$ cat src/rtl/prog_clock_divider.sv
// prog_clock_divider
//   Runtime-programmable integer clock divider. Any divisor from 2 to
//   2^WIDTH-1 yields a near-50%-duty clk_out (high ceil(D/2), low floor(D/2))
//   and a one-cycle tick at the start of each output period. Divisor writes
//   are held pending and applied only at a period boundary, so clk_out never
//   produces a runt pulse. Everything runs on clk; clk_out is a data output.
//
//   Build option: define DIV_TAPS_EN to build the power-of-two tap counter
//   that drives taps[]. Without it, taps is tied to zero.

module prog_clock_divider #(
  parameter int WIDTH     = 8,
  parameter int RESET_DIV = 2,
  parameter int TAP_BITS  = 7
) (
  input  logic                clk,
  input  logic                rst,
  input  logic                en,
  input  logic [WIDTH-1:0]    div_val,
  input  logic                div_wr,
  output logic                div_busy,
  output logic                clk_out,
  output logic                tick,
  output logic [TAP_BITS-1:0] taps
);

  logic [WIDTH-1:0] cnt;
  logic [WIDTH-1:0] div_act;
  logic [WIDTH-1:0] div_pend;
  logic             pend_valid;

  logic             wrap;
  logic [WIDTH-1:0] cnt_next;
  logic [WIDTH-1:0] div_next;
  logic [WIDTH:0]   half_next;
  logic             clk_out_next;
  logic [WIDTH-1:0] div_clamped;

  // Next-state: period counter, divisor hand-over at the wrap, output level.
  // NOTE: every variable written here gets a default first, so no path can
  // leave it unassigned and infer a latch.
  always_comb begin
    wrap         = 1'b0;
    cnt_next     = cnt;
    div_next     = div_act;
    half_next    = '0;
    clk_out_next = 1'b0;
    div_clamped  = div_val;

    wrap = (cnt == div_act - WIDTH'(1));
    if (wrap) begin
      cnt_next = '0;
      if (pend_valid) div_next = div_pend;
    end else begin
      cnt_next = cnt + WIDTH'(1);
    end

    // One extra bit so D = 2^WIDTH-1 does not overflow when rounding up.
    half_next    = ({1'b0, div_next} + (WIDTH+1)'(1)) >> 1;
    clk_out_next = ({1'b0, cnt_next} < half_next);

    // Divisors below 2 cannot form a period; treat them as 2.
    if (div_val < WIDTH'(2)) div_clamped = WIDTH'(2);
  end

  // Period counter, active divisor and registered clk_out/tick.
  // NOTE: sequential state uses non-blocking assignments so every flop
  // samples the pre-edge values, independent of statement order.
  always_ff @(posedge clk) begin
    if (rst) begin
      cnt     <= WIDTH'(RESET_DIV - 1);
      div_act <= WIDTH'(RESET_DIV);
      clk_out <= 1'b0;
      tick    <= 1'b0;
    end else if (en) begin
      cnt     <= cnt_next;
      div_act <= div_next;
      clk_out <= clk_out_next;
      tick    <= wrap;
    end else begin
      tick    <= 1'b0;
    end
  end

  // Pending divisor: a write always wins over the wrap consuming the old one.
  always_ff @(posedge clk) begin
    if (rst) begin
      div_pend   <= WIDTH'(RESET_DIV);
      pend_valid <= 1'b0;
    end else if (div_wr) begin
      div_pend   <= div_clamped;
      pend_valid <= 1'b1;
    end else if (en && wrap && pend_valid) begin
      pend_valid <= 1'b0;
    end
  end

  assign div_busy = pend_valid;

`ifdef DIV_TAPS_EN
  logic [TAP_BITS-1:0] tap_cnt;

  // Synchronous tap counter: advances on the edge that raises tick, so every
  // tap changes together with tick and the rising edge of clk_out.
  always_ff @(posedge clk) begin
    if (rst) begin
      tap_cnt <= '0;
    end else if (en && wrap) begin
      tap_cnt <= tap_cnt + TAP_BITS'(1);
    end
  end

  assign taps = tap_cnt;
`else
  assign taps = '0;
`endif

endmodule

$ cat config.mk
export PLATFORM = sky130hd
export DESIGN_NAME = prog_clock_divider
export DESIGN_NICKNAME = d
export VERILOG_FILES = /design/src/rtl/prog_clock_divider.sv
export SDC_FILE = /design/constraint.sdc
export NUM_CORES = 1
export LEC_CHECK = 0
export CAP_MARGIN = 0
export CORE_MARGIN = 2
export CORE_UTILIZATION = 35
export DETAILED_ROUTE_END_ITERATION = 7
export GPL_TIMING_DRIVEN = 1
export MAX_ROUTING_LAYER = met4
export PLACE_DENSITY = 0.64
export REMOVE_ABC_BUFFERS = 1
export SLEW_MARGIN = 20
export SYNTH_ARGS = -nofsm -noshare
export SYNTH_HDL_FRONTEND = slang
export SYNTH_SLANG_ARGS = --single-unit
$ cat constraint.sdc
create_clock -name clk -period 5.03 [get_ports clk]
set_clock_uncertainty 0.05 [all_clocks]
set_input_delay 0.7545 -clock clk [delete_from_list [all_inputs] [get_ports clk]]
set_output_delay 0.7545 -clock clk [all_outputs]
set_load 0.02 [all_outputs]
# Word level (Yosys, flattened, before mapping)
# Cells that the tools add are included.
# totals
register_bits,27
latch_bits,0
ramBits,0
romBits,0
inputBits,12
out_inout_bits,10
wordCells,23
n_memories,0
# op_classes
n_addsub,3
multipliers,0
div_mod_pow,0
order_cmp,2
n_eq_ne,1
shift,0
n_mux,6
bitwise,1
reduce_logical,4
# ops
cell,count
two-way mux 8 bit,4
"adder 8 x 1 -> 9 bit, second input constant",1
"adder 8 x 1 -> 8 bit, second input constant",1
equality test 8 bit,1
"less-than comparator 8 x 2 -> 1 bit, second input constant",1
less-than comparator 8 bit,1
"subtractor 8 x 1 -> 8 bit, second input constant",1
logical AND 1 bit,2
two-way mux 1 bit,2
nonzero test 2 bit,1
OR reduction 2 bit,1
NOT 1 bit,1

# Logic depth before layout (Yosys ltp)
# logic_depth
word_depth,6
ltp_mapped,21
ltp_nobuf,19

# Worst setup path before layout
# No wires, ideal clock.
# synth_timing
kind,flip-flop to flip-flop
startpoint,reg div_act[0]
endpoint,reg clk_out
setup_ps,75
t_arrival_ps,3908
required_ps,4905
slack_ps,998
path_stages_with_launch,20
n_path_buf,2
period_less_slack_ps,4032
cell_sequence,dfxtp_1 > buf_6 > or4_4 > o211a_1 > a311o_1 > o2111ai_2 > clkbuf_1 > nand2_1 > o21ai_0 > ha_1 > nand3_1 > xor2_1 > nand2_1 > o21ai_0 > ha_1 > a21o_1 > a21o_1 > a21oi_1 > a31oi_1 > o22ai_1
# synth_between
elab_chain_len,5
elab_cells_between_ends,7
classes_between,add/sub (2); order compare (1); eq/ne (1); mux (3)
# synth_lines
element,line_no,source
"start, declared",28,logic [WIDTH-1:0] div_act;
"start signal, assigned",72,div_act <= WIDTH'(RESET_DIV);
"start signal, assigned",77,div_act <= div_next;
subtractor 8 x 1 -> 8 bit,50,wrap = (cnt == div_act - WIDTH'(1));
equality test 8 bit,50,
two-way mux 8 bit,51,if (wrap) begin
net div_next[1],34,logic [WIDTH-1:0] div_next;
adder 8 x 1 -> 9 bit,59,"half_next = ({1'b0, div_next} + (WIDTH+1)'(1)) >> 1;"
less-than comparator 8 bit,60,"clk_out_next = ({1'b0, cnt_next} < half_next);"
"end signal, assigned",78,clk_out <= clk_out_next;
"end, declared",22,"output logic clk_out,"
# The timed path passes the listed nets, and every way through them passes these cells.
# A chain may end at the register's enable or synchronous reset.

# Worst setup path after layout
# layout_timing
startpoint,reg div_act[0]
endpoint,reg clk_out
# layout_between
elab_chain_len,5
elab_cells_between_ends,7
classes_between,add/sub (2); order compare (1); eq/ne (1); mux (3)
# layout_lines
element,line_no
subtractor 8 x 1 -> 8 bit,50
equality test 8 bit,50
two-way mux 8 bit *,51
net div_next[0],34
adder 8 x 1 -> 9 bit *,59
less-than comparator 8 bit *,60
# The timed path passes the listed nets; every way through them passes the cells marked *.

==> results.md <==
- Status: finished clean
- GPL Wtd Cong: 0.897
- Post-Synthesis Cell Area: 2010 um^2
- Dpl hpwl: 3.24 mm
- Vias: 1736
- Synth area leader: dfxtp_1
- Vias in the first global route: 1589
- Final design utilization: 0.398
- Post-CTS sizing: 0
- Overall power: 0.597 mW
- Fin. Hold Viols: 0
- Worst R2R Path Depth: 18
- Sequential cell area fraction in the yosys report: 0.269
- Critical R2R Capture: clk_out
- DRT iter0 DRCs: 89
- Cell Count Post-Placement: 329
- Worst Setup End Kind: flip-flop
- Pwr dens: 271 nW/um^2
- Setup TNS Final: 0 ns
- R2R Setup Slk: 0.53 ns
- Tcrit/Tclk final: 0.894
- Die width: 79.8 um
- CP Launch Type: flip-flop
- Sequential Area: 541 um^2
- Crit path time final: 4.50 ns
- DR vias/cell: 5.21
- Routed WL: 4.39 mm
- Initial Util: 0.363
- Hold path start: cnt[1]
- Placed cell area: 2150 um^2
- CTS root buffer: clkbuf_8
- Hold Path Cell Cnt: 2
- Final Max Tran Viols: 0
- Initial antenna violation count: 0
- RSZ-0062 raised after global routing: false
- Final Cell Area: 2200 um^2
- Post-route ant nets: 0
- Core region area: 5540 um^2
- Worst hold endpoint: cnt[1]
- IO buf count: 14
- Leading register cell type out of synthesis: dfxtp_1
- Clock buffer depth: 2
- Worst slew pin tran: 0.693 ns
- Max Cap Viol: 0
- Worst EP required: 5.19 ns
- Ys Warns: 0
- Worst r2r src: div_act[0]
- DRC errors left: 0
- HP Class: reg -> reg
- Crit Path Max Fanout: 16
- Clock slew at reported path FFs: 0.10 ns
- Final setup margin: 0.531 ns
- Max VDD drop: 0.118 mV
- Share of cells above drive strength 1: 0.0498
- Post-Layout Cell Count: 333
- DIE HEIGHT: 79.8 um
- Post-synth EDFFs: 0
- Mean Syn Cell Area: 7.74 um^2
- Rel. slew slack: 0.538
- Share of flip-flops with an asynchronous set or reset: 0
- Clk sinks: 27
- Routed len/inst: 13.2 um
- Hold bufs inserted after CTS: 0
- Synth top area cells: dfxtp_1 27%, mux2i_1 7.5%, nor2_1 6.7%
- CTS tree: built
- Post-Syn Instances: 260
- First-pass GRT wire length: 7.66 mm
- CP arrival: 4.66 ns
- Distinct cells, synth: 48
- First-pass detailed-route iteration total: 4
- Layout area overhead: 9.51%
- Io pins: 22
- Yosys reg bits: 27
- GR Util All Layers: 0.153
- Pre-CTS WS: 0.598 ns
- H-tree level count: 1
- WS Path Type: reg -> reg
- Total CTS buffers: 3
- Multi-input gate area: 1330 um^2
- Crit path from: div_act[0]
- Post-CTS setup buffer count: 0
- Max Fclk: 222 MHz
- N_diodes: 0
- # rows: 27
- Setup violations, final: 0
- GRT Residual Overflow: 0
- DIE AREA: 6370 um^2
- Largest net degree at the start of global routing: 29
- Hold_ws: 0.474 ns
- Fill count: 573
- Area share of the largest cell type after synthesis: 0.269
- Final nets: 284
- Static leakage: 0.915 nW
- Worst-Skew Late Latency: 0.28 ns
-- where the power goes --
group	leakage (nW)	internal, mW	switching [mW]
combinational	0.672	0.0922	0.125
clock	0.0217	0.0564	0.0753
sequential	0.221	0.229	0.0192
total	0.915	0.377	0.220
-- placed cells by master (no fill, tap or decap), types with 2 or more instances in the layout --
cell	n
clkdlybuf4s50_1	14
nand3_1	22
o21ai_0	9
o211a_1	2
xor2_1	14
conb_1	7
a21o_1	2
buf_4	3
a21oi_1	6
and3_1	2
nor2b_1	4
nand2_1	17
ha_1	10
nor3_1	3
clkbuf_8	3
o22ai_1	3
a31oi_1	7
and2_1	2
inv_1	9
nor2_1	36
dfxtp_1	27
xnor2_1	10
nand2b_1	6
nand4_1	4
mux2i_1	15
o211ai_1	2
o2111ai_2	2
-- flip-flops by register name (all words and copies together), names as in the netlist --
name,count
clk_out,1
cnt,8
div_act,8
div_busy,1
div_pend,8
tick,1
-- worst max-delay path: stages, from the launching register on --
cell	delay, ns
dfxtp_1	0.52
inv_1	0.08
ha_1	0.31
xor2_1	0.15
o211ai_1	0.10
a221oi_1	0.57
o2111ai_2	0.50
o21ai_0	0.31
ha_1	0.32
nand3_1	0.12
xor2_1	0.17
nand2_1	0.07
o21ai_0	0.09
ha_1	0.32
a21o_1	0.15
a21o_1	0.16
a21oi_1	0.18
a31oi_1	0.11
o22ai_1	0.15
-- per-layer routing --
layer / GRT usage / vias to the layer above / wire, um
li1: - / 899 / -
met1: 0.204 / 793 / 2190
met2: 0.256 / 42 / 2010
met3: 0.0238 / 2 / 181
met4: 0.0102 / 0 / 8
met5: - / - / 0
-- Yosys cell counts (2+ instances only) --
master,n
buf_1,2
nand2b_1,6
mux2i_1,15
a31oi_1,7
o211a_1,2
xor2_1,14
xnor2_1,10
nor3_1,3
o211ai_1,2
nor2_1,36
o22ai_1,3
inv_1,9
a21oi_1,6
dfxtp_1,27
nand4_1,4
clkbuf_1,15
ha_1,10
nand2_1,17
buf_4,7
and2_1,2
nor2b_1,4
o21ai_0,9
a21o_1,2
and3_1,2
o2111ai_2,2
nand3_1,22
-- area by class of cell --
type,count,area share
clock buffer,3,0.0187
clock inverter,1,0.00341
inverter,9,0.0153
multi-input combinational,204,0.602
sequential,27,0.245
tap,72,0.0409
timing repair buffer,17,0.0738
-- cells by family (layout without fill, tap and decap cells) --
logic type | Yosys count | after routing | synth area share
simple gates | 106 | 106 | 0.259
other cells | 1 | 7 | 0.00186
mux | 15 | 15 | 0.0746
buf+inv | 35 | 30 | 0.0827
flops | 27 | 27 | 0.269
compound gates | 42 | 42 | 0.147
fa+ha+maj | 10 | 10 | 0.0622
xor+xnor | 24 | 24 | 0.104
-- worst max-delay path by stage --
stage,to,slack (ns),depth (start not counted)
after floorplan,clk_out,1.13,17
after detailed placement,clk_out,0.60,18
after global placement,clk_out,0.69,18
after CTS,clk_out,0.55,18
final,clk_out,0.53,18
after global routing,clk_out,0.16,18
(Power assumes the default switching activity.)
